[src/rtl/repair_remap_ctrl_pkg.sv]
// Shared types and constants for the redundancy remap controller.
// Address layout is {bank select, word}; tags compare both fields.
package repair_remap_ctrl_pkg;

    localparam int NUM_ENTRIES_DEF = 32;
    localparam int ADDR_W_DEF      = 16;
    localparam int IDX_W_DEF       = 5;

    localparam int BANK_MSB = 15;
    localparam int BANK_LSB = 10;
    localparam int WORD_MSB = 9;
    localparam int WORD_LSB = 0;

    typedef enum logic [1:0] {
        ST_IDLE         = 2'd0,
        ST_COLLECT      = 2'd1,
        ST_ACTIVE       = 2'd2,
        ST_UNREPAIRABLE = 2'd3
    } state_e;

    function automatic logic addr_match(input logic [ADDR_W_DEF-1:0] a,
                                        input logic [ADDR_W_DEF-1:0] b);
        return (a[BANK_MSB:BANK_LSB] == b[BANK_MSB:BANK_LSB]) &&
               (a[WORD_MSB:WORD_LSB] == b[WORD_MSB:WORD_LSB]);
    endfunction

endpackage

[src/rtl/remap_cam.sv]
// Valid+tag array with one write port, clear-all, and two independent
// compare ports that each report a hit and the lowest matching index.
module remap_cam
    import repair_remap_ctrl_pkg::*;
#(
    parameter int NUM_ENTRIES = NUM_ENTRIES_DEF,
    parameter int ADDR_W      = ADDR_W_DEF,
    parameter int IDX_W       = IDX_W_DEF
) (
    input  logic              clk,
    input  logic              rst_n,
    input  logic              clr_all,
    input  logic              wr_en,
    input  logic [IDX_W-1:0]  wr_idx,
    input  logic [ADDR_W-1:0] wr_tag,
    input  logic [ADDR_W-1:0] a_addr,
    output logic              a_hit,
    output logic [IDX_W-1:0]  a_idx,
    input  logic [ADDR_W-1:0] b_addr,
    output logic              b_hit,
    output logic [IDX_W-1:0]  b_idx
);

    logic [NUM_ENTRIES-1:0] valid_q;
    logic [NUM_ENTRIES-1:0] valid_d;
    logic [ADDR_W-1:0]      tag_q [NUM_ENTRIES];
    logic [NUM_ENTRIES-1:0] match_a;
    logic [NUM_ENTRIES-1:0] match_b;

    genvar gi;
    generate
        for (gi = 0; gi < NUM_ENTRIES; gi++) begin : g_cmp
            assign match_a[gi] = valid_q[gi] && addr_match(tag_q[gi], a_addr);
            assign match_b[gi] = valid_q[gi] && addr_match(tag_q[gi], b_addr);
        end
    endgenerate

    // Clear wins over write so a new collection never inherits a stale entry.
    always_comb begin
        valid_d = valid_q;
        if (clr_all) begin
            valid_d = '0;
        end else if (wr_en) begin
            valid_d[wr_idx] = 1'b1;
        end
    end

    always_ff @(posedge clk or negedge rst_n) begin
        if (!rst_n) begin
            valid_q <= '0;
        end else begin
            valid_q <= valid_d;
        end
    end

    always_ff @(posedge clk) begin
        if (wr_en && !clr_all) begin
            tag_q[wr_idx] <= wr_tag;
        end
    end

    // Descending scan leaves the lowest matching index in place.
    always_comb begin
        a_hit = |match_a;
        a_idx = '0;
        for (int i = NUM_ENTRIES - 1; i >= 0; i--) begin
            if (match_a[i]) begin
                a_idx = IDX_W'(i);
            end
        end
    end

    always_comb begin
        b_hit = |match_b;
        b_idx = '0;
        for (int i = NUM_ENTRIES - 1; i >= 0; i--) begin
            if (match_b[i]) begin
                b_idx = IDX_W'(i);
            end
        end
    end

endmodule

[src/rtl/repair_remap_ctrl.sv]
// Collects BIST fault addresses into the remap CAM, decides repairability,
// and performs a one-cycle spare lookup for every host access.
module repair_remap_ctrl
    import repair_remap_ctrl_pkg::*;
#(
    parameter int NUM_ENTRIES = NUM_ENTRIES_DEF,
    parameter int ADDR_W      = ADDR_W_DEF,
    parameter int IDX_W       = IDX_W_DEF
) (
    input  logic              CLK,
    input  logic              RSTN,
    input  logic              BIST_EN,
    input  logic              BIST_DONE,
    input  logic              FAIL_VALID,
    input  logic [ADDR_W-1:0] FAIL_ADDR,
    input  logic              REQ_VALID,
    input  logic [ADDR_W-1:0] REQ_ADDR,
    output logic              RSP_VALID,
    output logic              RSP_HIT,
    output logic [IDX_W-1:0]  RSP_IDX,
    output logic              REPAIR_EN,
    output logic              REPAIR_FAIL,
    output logic [IDX_W:0]    FAIL_COUNT
);

    state_e           state_q, state_d;
    logic             bist_en_q;
    logic             overflow_q, overflow_d;
    logic [IDX_W:0]   fail_count_q, fail_count_d;
    logic             rsp_valid_q, rsp_valid_d;
    logic             rsp_hit_q, rsp_hit_d;
    logic [IDX_W-1:0] rsp_idx_q, rsp_idx_d;

    logic             bist_rise;
    logic             bist_fall;
    logic             table_full;
    logic             cam_clr;
    logic             cam_wr;
    logic             dd_hit;
    logic [IDX_W-1:0] dd_idx;
    logic             lk_hit;
    logic [IDX_W-1:0] lk_idx;

    assign bist_rise  = BIST_EN && !bist_en_q;
    assign bist_fall  = !BIST_EN && bist_en_q;
    assign table_full = (fail_count_q == (IDX_W+1)'(NUM_ENTRIES));

    remap_cam #(
        .NUM_ENTRIES (NUM_ENTRIES),
        .ADDR_W      (ADDR_W),
        .IDX_W       (IDX_W)
    ) u_cam (
        .clk     (CLK),
        .rst_n   (RSTN),
        .clr_all (cam_clr),
        .wr_en   (cam_wr),
        .wr_idx  (fail_count_q[IDX_W-1:0]),
        .wr_tag  (FAIL_ADDR),
        .a_addr  (FAIL_ADDR),
        .a_hit   (dd_hit),
        .a_idx   (dd_idx),
        .b_addr  (REQ_ADDR),
        .b_hit   (lk_hit),
        .b_idx   (lk_idx)
    );

    always_comb begin
        state_d      = state_q;
        overflow_d   = overflow_q;
        fail_count_d = fail_count_q;
        cam_clr      = 1'b0;
        cam_wr       = 1'b0;
        case (state_q)
            ST_COLLECT: begin
                if (FAIL_VALID && !dd_hit) begin
                    if (table_full) begin
                        overflow_d = 1'b1;
                    end else begin
                        cam_wr       = 1'b1;
                        fail_count_d = fail_count_q + 1'b1;
                    end
                end
                // Decision uses the overflow flag after this cycle's fault.
                if (BIST_DONE || bist_fall) begin
                    state_d = overflow_d ? ST_UNREPAIRABLE : ST_ACTIVE;
                end
            end
            default: begin
                if (bist_rise) begin
                    state_d      = ST_COLLECT;
                    overflow_d   = 1'b0;
                    fail_count_d = '0;
                    cam_clr      = 1'b1;
                end
            end
        endcase
    end

    always_comb begin
        rsp_valid_d = REQ_VALID;
        rsp_hit_d   = 1'b0;
        rsp_idx_d   = '0;
        if (REQ_VALID && (state_q == ST_ACTIVE) && lk_hit) begin
            rsp_hit_d = 1'b1;
            rsp_idx_d = lk_idx;
        end
    end

    always_ff @(posedge CLK or negedge RSTN) begin
        if (!RSTN) begin
            state_q      <= ST_IDLE;
            bist_en_q    <= 1'b0;
            overflow_q   <= 1'b0;
            fail_count_q <= '0;
            rsp_valid_q  <= 1'b0;
            rsp_hit_q    <= 1'b0;
            rsp_idx_q    <= '0;
        end else begin
            state_q      <= state_d;
            bist_en_q    <= BIST_EN;
            overflow_q   <= overflow_d;
            fail_count_q <= fail_count_d;
            rsp_valid_q  <= rsp_valid_d;
            rsp_hit_q    <= rsp_hit_d;
            rsp_idx_q    <= rsp_idx_d;
        end
    end

    assign RSP_VALID   = rsp_valid_q;
    assign RSP_HIT     = rsp_hit_q;
    assign RSP_IDX     = rsp_idx_q;
    assign REPAIR_EN   = (state_q == ST_ACTIVE);
    assign REPAIR_FAIL = (state_q == ST_UNREPAIRABLE);
    assign FAIL_COUNT  = fail_count_q;

endmodule

[config.mk]
export PLATFORM = sky130hd
export DESIGN_NAME = repair_remap_ctrl
export DESIGN_NICKNAME = d
export VERILOG_FILES = /design/src/rtl/repair_remap_ctrl_pkg.sv /design/src/rtl/remap_cam.sv /design/src/rtl/repair_remap_ctrl.sv
export SDC_FILE = /design/constraint.sdc
export NUM_CORES = 1
export LEC_CHECK = 0
export CORE_MARGIN = 5
export CORE_UTILIZATION = 63
export DETAILED_ROUTE_END_ITERATION = 6
export PLACE_DENSITY_LB_ADDON = 0.12
export SYNTH_ARGS = -nofsm -noshare
export SYNTH_HDL_FRONTEND = slang
export SYNTH_HIERARCHICAL = 1
export SYNTH_SLANG_ARGS = --single-unit
[constraint.sdc]
create_clock -name CLK -period 5.9 [get_ports CLK]
set_input_delay 1.18 -clock CLK [delete_from_list [all_inputs] [get_ports CLK]]
set_output_delay 1.18 -clock CLK [all_outputs]
set_load 0.01 [all_outputs]
### After elaboration in Yosys (flattened, before gate mapping)

Memories as Yosys holds them, arrays and structs flattened.
Cells that the tools add are included.

| cells by class | value |
|---|---|
| $add $sub $neg | 1 |
| reductions and logical operators | 146 |
| div/mod/pow operators | 0 |
| eq/ne operators | 135 |
| mux-type cells | 58 |
| bitwise gates (word level) | 1 |
| $lt $le $gt $ge | 2 |
| multiply operators | 0 |
| shifts and indexed selects | 0 |

Operators with widths:

| kind | number |
|---|---|
| == test 10 bit | 64 |
| == test 6 bit | 64 |
| 2-to-1 mux 5 bit | 33 |
| logical AND 1 bit | 135 |
| 2-to-1 mux 32 bit | 2 |
| OR reduction 32 bit | 2 |
| bitwise OR 32 bit | 1 |
| 2-to-1 mux 6 bit | 4 |
| 2-to-1 mux 1 bit | 15 |
| adder 6 x 1 -> 6 bit (second input constant) | 1 |
| == test 6 bit (second input constant) | 1 |
| < comparator 5 x 6 -> 1 bit (second input constant) | 1 |
| 2-to-1 mux 2 bit | 3 |
| inequality test 2 bit (second input constant) | 3 |
| demux 1 bit (select 5 bit) | 1 |
| >= comparator 5 x 1 -> 1 bit (second input constant) | 1 |
| == test 2 bit (second input constant) | 2 |
| zero test 1 bit | 4 |
| nonzero test 2 bit | 2 |
| AND reduction 3 bit | 1 |
| == test 2 x 1 -> 1 bit (second input constant) | 1 |
| AND reduction 2 bit | 1 |
| logical OR 1 bit | 1 |

| storage, ports and cells | value |
|---|---|
| bits in writable memories | 512 |
| register bits after elaboration | 49 |
| memories kept | 1 |
| bits of input ports | 38 |
| latch bits | 0 |
| output and inout port bits | 15 |
| ROM bits | 0 |
| word-level logic and storage cells | 352 |

Memory list:

| name | depth | bits a word | read ports | clocked after memory_dff | wr ports | line | source |
|---|---|---|---|---|---|---|---|
| u_cam.tag_q | 32 | 16 | 32 | 0 | 1 | remap_cam.sv:26 | `logic [ADDR_W-1:0] tag_q [NUM_ENTRIES];` |

### Logic depth before layout (Yosys ltp)

Gate-level depths: netlist (run 1).

| logic depth | value |
|---|---|
| depth in word-level cells | 36 |
| mapped depth | 20 |
| gate-level depth less buffers | 16 |

### Hierarchy

Netlist (run 1), hierarchy kept.

By module, submodules not included:

| module | area an instance (µm²) | cells each | times used | sequential area each (µm²) |
|---|---|---|---|---|
| remap_cam | 29,771.1 | 2,344 | 1 | 16,175.5 |
| repair_remap_ctrl | 797.0 | 74 | 1 | 425.4 |

### Least setup slack after synthesis (run 1)

No wires, ideal clock.

| timing | value |
|---|---|
| path type | input port to flip-flop |
| from | input port FAIL_ADDR[10] |
| to | memory u_cam/tag_q[12][0] in the netlist's numbering, enable pin |
| buffers on the path | 5 |
| library setup time | 0.388 ns |
| slack | 0.511 ns |
| stages on the path | 19 |
| data arrival time | 5.001 ns |
| required time | 5.512 ns |
| cell sequence | buf_2 > buf_6 > buf_4 > xor2_1 > nor4_1 > nand4_1 > nor3_1 > or2_2 > nor4_1 > nand2_1 > or2_2 > nor2b_2 > a21boi_1 > and2_4 > nand2b_1 > or3_1 > clkbuf_1 > clkbuf_1 > nor2_1 |

| on the way | value |
|---|---|
| word-level cells in the longest chain between the ends | 11 |
| elaborated cells between the ends (all ways) | 104 |
| classes of those cells | eq/ne: 32; mux: 4; reduce/logical: 68 |

Ends and longest elaborated chain:

| what | line | source |
|---|---|---|
| from (decl) | repair_remap_ctrl.sv:15 | `input logic [ADDR_W-1:0] FAIL_ADDR,` |
| == test 6 bit | repair_remap_ctrl_pkg.sv:23 | `return (a[BANK_MSB:BANK_LSB] == b[BANK_MSB:BANK_LSB]) &&` |
| logical AND 1 bit | repair_remap_ctrl_pkg.sv:23 |  |
| logical AND 1 bit | remap_cam.sv:33 | `assign match_a[gi] = valid_q[gi] && addr_match(tag_q[gi], a_addr);` |
| OR reduction 32 bit * | remap_cam.sv:64 | `a_hit = \|match_a;` |
| net dd_hit | repair_remap_ctrl.sv:39 | `logic dd_hit;` |
| zero test 1 bit * | repair_remap_ctrl.sv:75 | `if (FAIL_VALID && !dd_hit) begin` |
| logical AND 1 bit * | repair_remap_ctrl.sv:75 |  |
| 2-to-1 mux 1 bit * | repair_remap_ctrl.sv:75 |  |
| 2-to-1 mux 1 bit * | repair_remap_ctrl.sv:73 | `case (state_q)` |
| net cam_wr | repair_remap_ctrl.sv:38 | `logic cam_wr;` |
| logical AND 1 bit * | remap_cam.sv:57 | `if (wr_en && !clr_all) begin` |
| 2-to-1 mux 1 bit * | remap_cam.sv:57 |  |
| 2-to-1 mux 1 bit (implied by the code) * | remap_cam.sv:58 | `tag_q[wr_idx] <= wr_tag;` |
| to (decl) | remap_cam.sv:26 |  |

The timed path passes the listed nets; every way through them passes the cells marked *.

### Worst setup path in the final report (run 1)

| timing | value |
|---|---|
| from | input port FAIL_ADDR[4] |
| to | memory u_cam/tag_q[4][13] in the netlist's numbering, enable pin |

| on the way | value |
|---|---|
| word-level cells in the longest chain between the ends | 11 |
| elaborated cells between the ends (all ways) | 104 |
| classes of those cells | eq/ne: 32; mux: 4; reduce/logical: 68 |

Ends and longest elaborated chain:

| what | line | source |
|---|---|---|
| == test 10 bit | repair_remap_ctrl_pkg.sv:24 | `(a[WORD_MSB:WORD_LSB] == b[WORD_MSB:WORD_LSB]);` |
| logical AND 1 bit | repair_remap_ctrl_pkg.sv:23 |  |
| logical AND 1 bit | remap_cam.sv:33 |  |
| OR reduction 32 bit * | remap_cam.sv:64 |  |
| net dd_hit | repair_remap_ctrl.sv:39 |  |
| zero test 1 bit * | repair_remap_ctrl.sv:75 |  |
| logical AND 1 bit * | repair_remap_ctrl.sv:75 |  |
| 2-to-1 mux 1 bit * | repair_remap_ctrl.sv:75 |  |
| 2-to-1 mux 1 bit * | repair_remap_ctrl.sv:73 |  |
| net cam_wr | repair_remap_ctrl.sv:38 |  |
| logical AND 1 bit * | remap_cam.sv:57 |  |
| 2-to-1 mux 1 bit * | remap_cam.sv:57 |  |
| 2-to-1 mux 1 bit (implied by the code) * | remap_cam.sv:58 |  |

Marked as above.

==> run metrics, run 1 <==
status=finished clean; share of cells above drive strength 1=11.6%; clk_lat worst skew=0.63 ns; Yosys warnings=6; first-pass GRT wire length=131000 microns; Overflow after GRT=0; area occupied by multi-input gates=12500 sq um; pwr/cell area=271 nW/um^2; Post-Syn Area per Cell=12.8 sq um; CTS H-tree depth=2; total track usage=33.3%; CP peak stage delay=0.54 ns; Critical Path AT=5.53 ns; vias per cell=approximately 6.4; antenna violations before repair=2; fin crit share=88.7%; Sequential Area=16600 sq um; core area=47600 sq um; fillcell total=between 3000 and 4000; Worst Path Required=6.20 ns; Fmax=0.191 GHz; LEAKAGE=between 10 and 15 nW; Post-CTS Setup Bufs=0; post-cts resize count=0; drt first-iter violations=2331; largest net degree at the start of global routing=50; Max-Cap Viols=0; Gate Count Post-Synth=2369; final setup TNS=0 ns; slew margin rel.=27.3%; final RePlAce weighted congestion=0.894; Max Transition Viols Final=0; clk root buf=clkbuf_16; Syn Nets=around 2400; Layout Skew=0.0300 ns; DRT Wirelength=89300 microns; PortBufs=52; RSZ-0062 raised after global routing=no; vias=20000; most used cell, CP=buf_4; crit-path cells=buf_4 -> buf_4 -> xor2_1 -> nor4_1 -> nand4_1 -> nor3_1 -> nor4_1 -> buf_4 -> nand3_1 -> or2_2 -> nor2b_2 -> a21boi_1 -> and2_4 -> nand2b_1 -> or3_1 -> buf_4 -> nor2_1 -> buf_4; drt drc=0; Hold Path Class=flip-flop to flip-flop; critical path launch point type=input pin; Rows=80; Nets=2515; Post-Syn Area=a little over 30000 sq um; final hold violations=0; CP top delay family=simple AND/OR/NAND/NOR gates; Die H=roughly 230 microns; num ports=53; Antenna Nets Post-Route=0; Max Buffers Root-to-Sink=3; reg-to-reg slack, setup=1.67 ns; endpoints failing setup=0; CP max FO=34; TritonRoute pass-1 iters=5; Peak supply drop=0.000290 V; CP bufs+invs=5; CTS buffer count=58; overall power=9.15 mW; die width=229 microns; Synth-to-Final Area Change=11.6%; Die Area=52600 sq um; critical path type=input pin to flip-flop; Routed WL per cell=28.4 microns; dpl hpwl=about 56000 microns; Setup crit end kind=flip-flop; Starting Density=a little under two thirds; Worst Max-Slew Pin Slew=1.09 ns; Worst-path clk slew=0.06 ns; CTS Hold Bufs=0; Sink Count=561; vias in the first global route=20200; fin crit period=around 5.2 ns; Crit-path slowest cell=buf_4; CTS tree=built
-- state kept, by name, summed over array words and instances, names as in the netlist --
signal	flops
state_q	2
RSP_VALID	1
FAIL_COUNT	6
bist_en_q	1
RSP_HIT	1
u_cam/tag_q	512
overflow_q	1
u_cam/valid_q	32
RSP_IDX	5
-- final timing paths --
check                      depth (start not counted)                 from                 end
max                                               18         FAIL_ADDR[4]  u_cam/tag_q[4][13]
max in group asynchronous                          2                 RSTN    u_cam/valid_q[4]
min reg2reg                                        2           overflow_q          overflow_q
min in group asynchronous                          2                 RSTN   u_cam/valid_q[14]
max reg2reg                                       16  u_cam/tag_q[22][15]  u_cam/tag_q[4][13]
min                                                2           overflow_q          overflow_q
-- through the flow --
step	instances	setup WS (ns)	hold slack, ns	instance area (sq um)	utilization (%)
after detailed placement	3030	0.211	0.482	31900	67.0
after global placement	3030	0.408	0.471	31900	67.0
after CTS	3139	0.807	0.497	33800	70.9
after global routing	3139	0.507	0.528	33800	70.9
final	3140	0.667	0.497	33800	70.9
after floorplan	2369	0.668	0.451	30300	-
-- final cells by class --
cell class                 instances  area share (%)
inverter                          42           0.466
timing repair buffer             190            5.53
multi-input combinational       1622            37.0
antenna                            1         0.00740
tap                              615            2.28
clock buffer                      80            4.81
clock inverter                    29           0.814
sequential                       561            49.1
-- layout by cell type, fill, tap and decap left out, types with 5 or more instances in the layout --
cell type	n
buf_4	119
clkbuf_16	59
nand3_1	21
nand2b_1	5
inv_1	42
nor2b_1	7
and2_1	12
edfxtp_1	512
clkbuf_8	7
nor3_1	117
clkbuf_1	14
o21ai_0	8
a21oi_1	7
clkinv_2	13
xor2_1	892
buf_12	35
nand2_1	13
buf_2	17
o31ai_1	5
clkdlybuf4s50_1	19
or2_2	14
o22ai_1	36
nand4_1	80
dfrtp_1	49
nor2_1	46
xnor2_1	130
nor4_1	178
-- tightest hold or removal path, cell delays in order, from the launching register on --
cell     delay, ns
dfrtp_1       0.35
nand2_1       0.05
o21ai_0       0.06
-- routing by layer --
metal	global-route usage, %	share of wire [%]	vias up
met1	45.6	39	9975
met5	0	0	-
met4	13.8	4.8	0
met3	6.79	10	265
met2	52.7	46	1174
li1	-	-	8575
-- power by group --
| part | internal (mW) | switching [mW] |
|---|---|---|
| clock network | 2.10 | 1.56 |
| logic | 0.359 | 0.672 |
| registers | 4.40 | 0.0622 |
Power figures use the tool's default switching activity.
==> run 2: changes to the inputs <==
--- a/config.mk
+++ b/config.mk
@@ -9,6 +9,7 @@
 export CORE_UTILIZATION = 63
 export DETAILED_ROUTE_END_ITERATION = 6
 export PLACE_DENSITY_LB_ADDON = 0.12
+export REMOVE_ABC_BUFFERS = 1
 export SYNTH_ARGS = -nofsm -noshare
 export SYNTH_HDL_FRONTEND = slang
 export SYNTH_HIERARCHICAL = 1
==> run metrics, run 2 (same netlist as run 1, synthesis figures left out) <==
vias per cell=6.35 (was 6.37); final setup TNS=0 ns (unchanged); endpoints failing setup=0 (unchanged); fin crit share=85.2% (was 88.7%); num ports=53 (unchanged); most common cell after layout, fill and taps aside=xor2_1 (unchanged); worst reg2reg startpoint=u_cam/tag_q[1][0] (was u_cam/tag_q[22][15]); R2R cell count=16 (unchanged); clk root buf=clkbuf_16 (unchanged); # diodes=0 (was 1); PortBufs=52 (unchanged); drt drc=0 (unchanged); share of cells above drive strength 1=11.3% (was 11.6%); critical path launch point type=input pin (unchanged); final RePlAce weighted congestion=0.931 (was 0.894); largest net degree at the start of global routing=50 (unchanged); Setup crit end kind=flip-flop (unchanged); Final Cell Area=33900 sq um (was 33800 sq um); Starting Density=63.6% (unchanged); dpl hpwl=55500 microns (was 55600 microns); core area=47600 sq um (unchanged); drt first-iter violations=2115 (was 2331); CP max FO=18 (was 34); CTS buffer count=59 (was 58); post-cts resize count=0 (unchanged); Routed WL per cell=28.3 microns (was 28.4 microns); max reg flops=512 (unchanged); Rows=80 (unchanged); CTS tree=built (unchanged); LEAKAGE=12.1 nW (about the same); Synth-to-Final Area Change=11.9% (was 11.6%); CTS Hold Bufs=0 (unchanged); vias=19900 (was 20000); status=finished clean (unchanged); pwr/cell area=269 nW/um^2 (was 271 nW/um^2); Max-Cap Viols=0 (unchanged); largest reg by FF count=u_cam/tag_q (unchanged); critical path startpoint=FAIL_ADDR[2] (was FAIL_ADDR[4]); Peak supply drop=0.000280 V (was 0.000290 V); Hold Path Class=flip-flop to flip-flop (unchanged); Worst Max-Slew Pin Slew=0.996 ns (was 1.09 ns); vias in the first global route=20500 (was 20200); antenna violations before repair=1 (was 2); fillcell total=3236 (was 3336); CTS H-tree depth=2 (unchanged); total track usage=33.1% (was 33.3%); Placed Area=32000 sq um (was 31900 sq um); Overflow after GRT=0 (unchanged); TritonRoute pass-1 iters=5 (unchanged); Hold Slack=0.500 ns (was 0.497 ns); RSZ-0062 raised after global routing=no (unchanged); Sink Count=561 (unchanged); reg-to-reg slack, setup=1.52 ns (was 1.67 ns); first-pass GRT wire length=131000 microns (about the same); Critical Path AT=5.34 ns (was 5.53 ns); Fmax=0.199 GHz (was 0.191 GHz); Post-CTS Setup Bufs=0 (unchanged); Layout Skew=0.0166 ns (was 0.0300 ns); die width=229 microns (unchanged); Worst Path Required=6.21 ns (was 6.20 ns); commonest non-fill, non-tap cells in the layout=xor2_1 (892), edfxtp_1 (512), nor4_1 (178) (unchanged); critical path type=input pin to flip-flop (unchanged); slew margin rel.=33.6% (was 27.3%); Die Area=52600 sq um (unchanged); Max Buffers Root-to-Sink=3 (unchanged); final non-filler cell total=3139 (was 3140); Worst-path clk slew=0.06 ns (about the same); Post-Place Cells=3030 (unchanged); Antenna Nets Post-Route=0 (unchanged); clk_lat worst skew=0.62 ns (was 0.63 ns); DRT Wirelength=88800 microns (was 89300 microns); fin crit period=5.02 ns (was 5.23 ns); Max Transition Viols Final=0 (unchanged); worst reg2reg path endpoint=u_cam/tag_q[20][4] (was u_cam/tag_q[4][13]); Nets=2516 (was 2515); final hold violations=0 (unchanged); critical path capture point=u_cam/tag_q[20][4] (was u_cam/tag_q[4][13]); Die H=229 microns (unchanged)
-- run 2: critical path: stages --
cell      delay (ns)
buf_4           0.34
buf_12          0.23
xor2_1          0.20
nor3_1          0.08
nand4_1         0.10
nor3_1          0.06
or2_2           0.32
nor4_1          0.49
nand2_1         0.09
or2_2           0.33
nor2b_2         0.14
a21boi_1        0.25
and2_4          0.20
nand2b_1        0.06
or3_1           0.57
buf_4           0.27
nor2_1          0.11
buf_4           0.27
-- run 2: stage by stage --
step	setup slack, ns	utilization, %	power [mW]
detailed placement	0.277	67.2	5.56
CTS	0.930	71.1	9.14
floorplan	1.30	-	4.95
finish	0.876	71.1	9.12
global placement	0.423	67.2	5.54
global route	0.691	71.1	9.39
-- run 2: layer usage --
metal,global-route usage (%),vias to the layer above,share of wire (%),wire length (microns)
li1,-,8562,-,-
met1,44.8,9986,40,35600
met2,52.7,1111,46,41100
met3,6.70,276,8.9,7940
met4,13.9,0,4.7,4160
met5,0,-,0,0
-- run 2: final cells by class --
class	instances	area [sq um]	share of cell area (%)
flip-flops and latches	561	16600	49.0
multi-input cells	1622	12500	36.9
repair buffers	190	2010	5.92
clock buffers	80	1620	4.77
well taps	615	769	2.27
clock inverters	29	238	0.701
inverters	42	158	0.465
-- run 2: how the worst min path moves through the flow --
| stage | from | cells after the start | endpoint |
|---|---|---|---|
| 4_1_cts | overflow_q | 2 | overflow_q |
| 3_3_place_gp | overflow_q | 2 | overflow_q |
| 3_5_place_dp | overflow_q | 2 | overflow_q |
| 2_1_floorplan | overflow_q | 2 | overflow_q |
| 6_report | overflow_q | 2 | overflow_q |
| 5_1_grt | FAIL_COUNT[5] | 1 | FAIL_COUNT[5] |
-- run 2: power breakdown --
group / internal, mW / total, mW / leakage (nW) / switching, mW
Sequential: 4.40 / 4.46 / 5.27 / 0.0612
Clock: 2.08 / 3.62 / 0.918 / 1.54
Combinational: 0.369 / 1.04 / 5.93 / 0.671
